--- src/rtl/neuron_ctrl_pkg.sv ---
// Shared types and constants for the neuron status-memory update sequencer.
package neuron_ctrl_pkg;

  typedef enum logic [2:0] {
    IDLE,
    RD_BIAS,
    RD_POT,
    RD_TH,
    ACCUM,
    DRAIN,
    FIRE,
    DONE
  } state_t;

  localparam logic [1:0] SEL_BIAS = 2'b00;
  localparam logic [1:0] SEL_POT  = 2'b01;
  localparam logic [1:0] SEL_TH   = 2'b10;
  localparam logic [1:0] SEL_HIST = 2'b11;

  // One guard bit is enough to detect overflow of a two-operand signed add.
  function automatic int sat_sum_width(input int dsize);
    return dsize + 1;
  endfunction

endpackage

--- src/rtl/sat_add.sv ---
// Combinational signed add clamped to the DSIZE-bit two's complement range.
module sat_add
  import neuron_ctrl_pkg::*;
#(
  parameter int DSIZE = 16
) (
  input  logic signed [DSIZE-1:0] a,
  input  logic signed [DSIZE-1:0] b,
  output logic signed [DSIZE-1:0] sum
);

  localparam int SW = sat_sum_width(DSIZE);
  localparam logic signed [DSIZE-1:0] MAX_VAL = {1'b0, {(DSIZE-1){1'b1}}};
  localparam logic signed [DSIZE-1:0] MIN_VAL = {1'b1, {(DSIZE-1){1'b0}}};

  logic signed [SW-1:0] wide;

  assign wide = $signed({a[DSIZE-1], a}) + $signed({b[DSIZE-1], b});

  // Overflow shows as disagreement between the guard bit and the result sign.
  always_comb begin
    if (wide[SW-1] != wide[SW-2]) begin
      sum = wide[SW-1] ? MIN_VAL : MAX_VAL;
    end else begin
      sum = wide[DSIZE-1:0];
    end
  end

endmodule

--- src/rtl/neuron_update_ctrl.sv ---
// Per-timestep sweep over all neurons: read bias/pot/th, integrate spiking-axon
// weights with saturation, threshold, write back membrane potential, emit spikes.
module neuron_update_ctrl
  import neuron_ctrl_pkg::*;
#(
  parameter int NUM_NURNS          = 256,
  parameter int NUM_AXONS          = 256,
  parameter int DSIZE              = 16,
  parameter int NURN_CNT_BIT_WIDTH = 8,
  parameter int AXON_CNT_BIT_WIDTH = 8
) (
  input  logic                                         clk_i,
  input  logic                                         rst_i,
  input  logic                                         start_i,
  input  logic [NUM_AXONS-1:0]                         axonSpikes_i,
  output logic                                         busy_o,
  output logic                                         done_o,
  output logic                                         spike_o,
  output logic [NURN_CNT_BIT_WIDTH-1:0]                spikeId_o,
  output logic [NURN_CNT_BIT_WIDTH+1:0]                Addr_StatRd_A_o,
  output logic                                         rdEn_StatRd_A_o,
  input  logic [DSIZE-1:0]                             data_StatRd_A_i,
  output logic [NURN_CNT_BIT_WIDTH+1:0]                Addr_StatWr_B_o,
  output logic                                         wrEn_StatWr_B_o,
  output logic [DSIZE-1:0]                             data_StatWr_B_o,
  output logic [NURN_CNT_BIT_WIDTH+AXON_CNT_BIT_WIDTH-1:0] Addr_StatRd_E_o,
  output logic                                         rdEn_StatRd_E_o,
  input  logic [DSIZE-1:0]                             data_StatRd_E_i
);

  localparam logic [NURN_CNT_BIT_WIDTH-1:0] N_LAST = NURN_CNT_BIT_WIDTH'(NUM_NURNS - 1);
  localparam logic [AXON_CNT_BIT_WIDTH-1:0] A_LAST = AXON_CNT_BIT_WIDTH'(NUM_AXONS - 1);

  state_t                          state;
  state_t                          next;
  logic [NUM_AXONS-1:0]            spikes;
  logic [NURN_CNT_BIT_WIDTH-1:0]   n;
  logic [AXON_CNT_BIT_WIDTH-1:0]   a;
  logic signed [DSIZE-1:0]         bias;
  logic signed [DSIZE-1:0]         acc;
  logic signed [DSIZE-1:0]         th;
  logic                            pend;
  logic signed [DSIZE-1:0]         add_a;
  logic signed [DSIZE-1:0]         add_b;
  logic signed [DSIZE-1:0]         add_sum;
  logic                            fire;

  // One adder serves both the pot+bias step and every weight accumulation.
  assign add_a = (state == RD_TH) ? $signed(data_StatRd_A_i) : acc;
  assign add_b = (state == RD_TH) ? bias : $signed(data_StatRd_E_i);

  sat_add #(.DSIZE(DSIZE)) u_sat_add (
    .a   (add_a),
    .b   (add_b),
    .sum (add_sum)
  );

  assign fire = (acc >= th);

  always_ff @(posedge clk_i) begin
    if (rst_i) begin
      state  <= IDLE;
      spikes <= '0;
      n      <= '0;
      a      <= '0;
      bias   <= '0;
      acc    <= '0;
      th     <= '0;
      pend   <= 1'b0;
    end else begin
      state <= next;
      case (state)
        IDLE: begin
          if (start_i) begin
            spikes <= axonSpikes_i;
            n      <= '0;
          end
        end
        RD_POT: bias <= $signed(data_StatRd_A_i);
        RD_TH: begin
          acc  <= add_sum;
          pend <= 1'b0;
          a    <= '0;
        end
        ACCUM: begin
          if (a == '0) th <= $signed(data_StatRd_A_i);
          if (pend) acc <= add_sum;
          pend <= spikes[a];
          a    <= (a == A_LAST) ? '0 : a + 1'b1;
        end
        DRAIN: begin
          if (pend) acc <= add_sum;
          pend <= 1'b0;
        end
        FIRE: begin
          if (n != N_LAST) n <= n + 1'b1;
        end
        default: ;
      endcase
    end
  end

  always_comb begin
    next            = state;
    busy_o          = 1'b0;
    done_o          = 1'b0;
    spike_o         = 1'b0;
    spikeId_o       = '0;
    Addr_StatRd_A_o = '0;
    rdEn_StatRd_A_o = 1'b0;
    Addr_StatWr_B_o = '0;
    wrEn_StatWr_B_o = 1'b0;
    data_StatWr_B_o = '0;
    Addr_StatRd_E_o = '0;
    rdEn_StatRd_E_o = 1'b0;

    case (state)
      IDLE: begin
        if (start_i) next = RD_BIAS;
      end
      RD_BIAS: begin
        busy_o          = 1'b1;
        rdEn_StatRd_A_o = 1'b1;
        Addr_StatRd_A_o = {n, SEL_BIAS};
        next            = RD_POT;
      end
      RD_POT: begin
        busy_o          = 1'b1;
        rdEn_StatRd_A_o = 1'b1;
        Addr_StatRd_A_o = {n, SEL_POT};
        next            = RD_TH;
      end
      RD_TH: begin
        busy_o          = 1'b1;
        rdEn_StatRd_A_o = 1'b1;
        Addr_StatRd_A_o = {n, SEL_TH};
        next            = ACCUM;
      end
      ACCUM: begin
        busy_o = 1'b1;
        if (spikes[a]) begin
          rdEn_StatRd_E_o = 1'b1;
          Addr_StatRd_E_o = {n, a};
        end
        if (a == A_LAST) next = DRAIN;
      end
      DRAIN: begin
        busy_o = 1'b1;
        next   = FIRE;
      end
      FIRE: begin
        busy_o          = 1'b1;
        wrEn_StatWr_B_o = 1'b1;
        Addr_StatWr_B_o = {n, SEL_POT};
        data_StatWr_B_o = fire ? '0 : acc;
        spike_o         = fire;
        spikeId_o       = fire ? n : '0;
        next            = (n == N_LAST) ? DONE : RD_BIAS;
      end
      DONE: begin
        done_o = 1'b1;
        next   = IDLE;
      end
      default: next = IDLE;
    endcase
  end

endmodule

--- config.mk ---
export PLATFORM = sky130hd
export DESIGN_NAME = neuron_update_ctrl
export DESIGN_NICKNAME = d
export VERILOG_FILES = /design/src/rtl/neuron_ctrl_pkg.sv /design/src/rtl/sat_add.sv /design/src/rtl/neuron_update_ctrl.sv
export SDC_FILE = /design/constraint.sdc
export NUM_CORES = 1
export LEC_CHECK = 0
export CORE_ASPECT_RATIO = 1.1
export CORE_MARGIN = 5
export CORE_UTILIZATION = 55
export CTS_CLUSTER_DIAMETER = 30
export CTS_CLUSTER_SIZE = 12
export DETAILED_ROUTE_END_ITERATION = 6
export GPL_ROUTABILITY_DRIVEN = 0
export PLACE_DENSITY = 0.86
export SLEW_MARGIN = 40
export SYNTH_ARGS = -nofsm -noshare
export SYNTH_HDL_FRONTEND = slang
export SYNTH_HIERARCHICAL = 1
export SYNTH_SLANG_ARGS = --single-unit
--- constraint.sdc ---
create_clock -name clk_i -period 5.7 [get_ports clk_i]
set_input_delay 1.71 -clock clk_i [delete_from_list [all_inputs] [get_ports clk_i]]
set_output_delay 1.71 -clock clk_i [all_outputs]
set_load 0.02 [all_outputs]
==> results_dict.tcl <==
set metrics [dict create \
    synthMostInstantiatedCell "nand2_1" \
    hpwlAfterDp_um 37500 \
    fin_worst_skew_ns 0.0224 \
    p_int_w 0.00497 \
    tightest_slew_ns 0.768 \
    grt_pass1_vias 16200 \
    power_frac_seq_pct 37.4 \
    synth_top_area_share_pct 40.2 \
    wire_per_inst_um 19.4 \
    ys_seq_elements 324 \
    cap_violations 0 \
    dp.cells 2661 \
    r2r_slack_ns 1.07 \
    start_util_pct 55.9 \
    p_leak_nw 8.37 \
    power_density_nw_per_um2 311 \
    die_area_um2 32900 \
    fin_crit_sh_pct 97.6 \
    setup_violations 0 \
    clock_path_buffers 3 \
    synth_edf_count 0 \
    grt_max_degree 159 \
    synth_top_area_cell "dfxtp_1" \
    synthesis.area_um2 16200 \
    fp.dieH_um 190 \
    hold_viol_final 0 \
    status "complete, no violations" \
    viasPerCell 5.92 \
    fin_util_pct 75.5 \
    ios 357 \
    htreeDepth 2 \
    critPathBufInv 3 \
    grt_pass1_wl_um 82900 \
    hold_path.class "reg2reg" \
    drc 0 \
    syn_avg_cell_area_um2 7.84 \
    crit_arrival_ns 3.85 \
    pwr-share-comb_pct 15.1 \
    p_sw_w 0.00181 \
    min_period_ns 5.56 \
    drive_gt1_share_pct 8.27 \
    cp-start-kind "flip-flop" \
    wl_um 53500 \
    grt_antenna_before_repair 4 \
    max_clock_freq_mhz 180 \
    area_delta_synth_final_pct 34.9 \
    worstSetupEndpointType "output pin" \
    synth.area.top_cells "dfxtp_1 40%, nand2_1 16%, a21oi_1 9.6%" \
    cts.clk_slew.worst_paths_ns 0.06 \
    cpPeakStageDelay_ns 0.77 \
    rsz0062_at_grt "no" \
    nets 2680 \
    io_buffers 355 \
    cts.sinks 324 \
    cpMaxStageDelayCell "dfxtp_4" \
    cp_max_fo 40 \
    ys_seq_area_share_pct 40.2 \
    synth_top_flop_cell "dfxtp_1" \
    insertion_delay_ns 0.55 \
    cp.required_ns 3.99 \
    first_pass_iters 6 \
    synth_fp_nets 2388 \
    p_sw_share_pct 26.7 \
    cts_root_buf "clkbuf_16" \
    drt_iter0_markers 1616 \
    irDropWorstVdd_v 0.000306 \
    antenna_left 0 \
    grt_usage_pct 30.7 \
    ctsHoldBuffers 0 \
    synthTopCellsByCount "692 x nand2_1, 324 x dfxtp_1, 310 x a21oi_1" \
    tritoncts "done" \
    synth_cell_types 79 \
    core_um2 28900 \
    tns_ns 0 \
    final-instance-count-excl-fill 2766 \
    fillers 1997 \
    synth-async-reset-ratio_pct 0 \
    slew_violations 0 \
    worstPathCellList "buf_4 > mux2i_1 > a22oi_1 > nand3_1 > nand4_1 > a221oi_2 > a211oi_2 > nor2_4 > buf_12 > nor2b_1 > clkdlybuf4s50_1" \
    relSlewSlack_pct 48.5 \
    yosys_warnings 6 \
    dr_total_vias 16400 \
    setup.worst_path.class "reg2out" \
    synth_cells 2061 \
    cts_inserted_buffers 54 \
    clkPwrFrac_pct 47.5 \
    core.rowCount 65 \
    die_width_um 173 \
    cp_top_family "buffers and inverters" \
    overflow 0 \
]
stage by stage:
stage          instance area, um^2  hold WS [ns]  total power, W  setup slack [ns]
2_1_floorplan                16200         0.432         0.00313              1.47
3_3_place_gp                 19800         0.440         0.00353             0.462
3_5_place_dp                 19900         0.445         0.00356             0.390
4_1_cts                      21700         0.452         0.00677            0.0524
5_1_grt                      21800         0.459         0.00701            0.0222
6_report                     21800         0.454         0.00678             0.135
state kept, by name, indices dropped and copies added, names as in the netlist:
signal and count:
a 8, acc 16, bias 16, n 8, pend 1, spikes 256, state 3, th 16
placed cells by master (no fill, tap or decap), drive strengths merged, types with 6 or more instances in the layout:
master	instances
clkbuf	66
nand4	16
nor2	102
ha	35
nor2b	25
dfxtp	324
and2	13
nor3	10
clkinvlp	8
xnor2	13
and3	8
a211oi	7
a21oi	312
maj3	8
clkinv	16
xor2	12
mux4	41
o21ai	23
buf	33
inv	44
a21o	7
nand2	692
clkdlybuf4s50	354
a22oi	15
mux2i	93
nand3	40
o22ai	8
o21bai	6
o32a	6
cell families after synthesis:
family	synth area share, %
flip-flops	40.2
AO/OA/AOI/OAI	14.4
XOR/XNOR	1.47
other	0.0232
adder cells (fa/ha/maj)	3.35
multiplexers	12.0
buffers and inverters	5.07
AND/OR/NAND/NOR	23.5
final timing paths:
| path | from | to | depth (start not counted) |
|---|---|---|---|
| setup / recovery | a[2]$_SDFFE_PP0P_ | Addr_StatRd_E_o[3] | 11 |
| hold / removal | spikes[9]$_SDFFE_PP0P_ | spikes[9]$_SDFFE_PP0P_ | 2 |
| setup reg to reg | state[2]$_SDFFE_PP0P_ | acc[8]$_SDFFE_PP0P_ | 16 |
| hold reg to reg | spikes[9]$_SDFFE_PP0P_ | spikes[9]$_SDFFE_PP0P_ | 2 |
cell type report:
type	instances	area [um^2]	area share, %
inverter	41	154	0.706
clock inverter	32	345	1.58
antenna	3	7.51	0.0344
tap	368	460	2.11
sequential	324	6500	29.8
timing repair buffer	387	3980	18.2
multi-input combinational	1545	8870	40.7
clock buffer	66	1490	6.83
per-layer routing:
layer	wire, um	part of all wire [%]	global-route usage, %	vias up
li1	-	-	-	7552
met1	19500	37	35.8	7575
met2	25700	48	52.7	990
met3	4690	8.8	5.66	245
met4	3620	6.8	18.5	2
met5	13	0.024	0	-
tightest hold or removal path, delay by kind of cell (launching register included):
kind             cells  cell delay, ns
AO/OA/AOI/OAI        1            0.05
AND/OR/NAND/NOR      1            0.05
flip-flops           1            0.30
power by group through the flow:
stage	clock [W]	sequential, W	combinational [W]
after floorplan	0	0.00252	0.000612
after global placement	0	0.00257	0.000965
after detailed placement	0	0.00257	0.000993
after CTS	0.00323	0.00253	0.00101
after global routing	0.00336	0.00254	0.00111
final	0.00322	0.00253	0.00102
what timing repair did:
item | in CTS | in global routing
setup endpoints to repair | 16 | 16
gates resized for setup | 0 | 1
pin swaps | 1 | 0
buffers inserted | 2 | 2
cloned | 0 | 0
No activity file was read; power rests on OpenSTA's default activity.
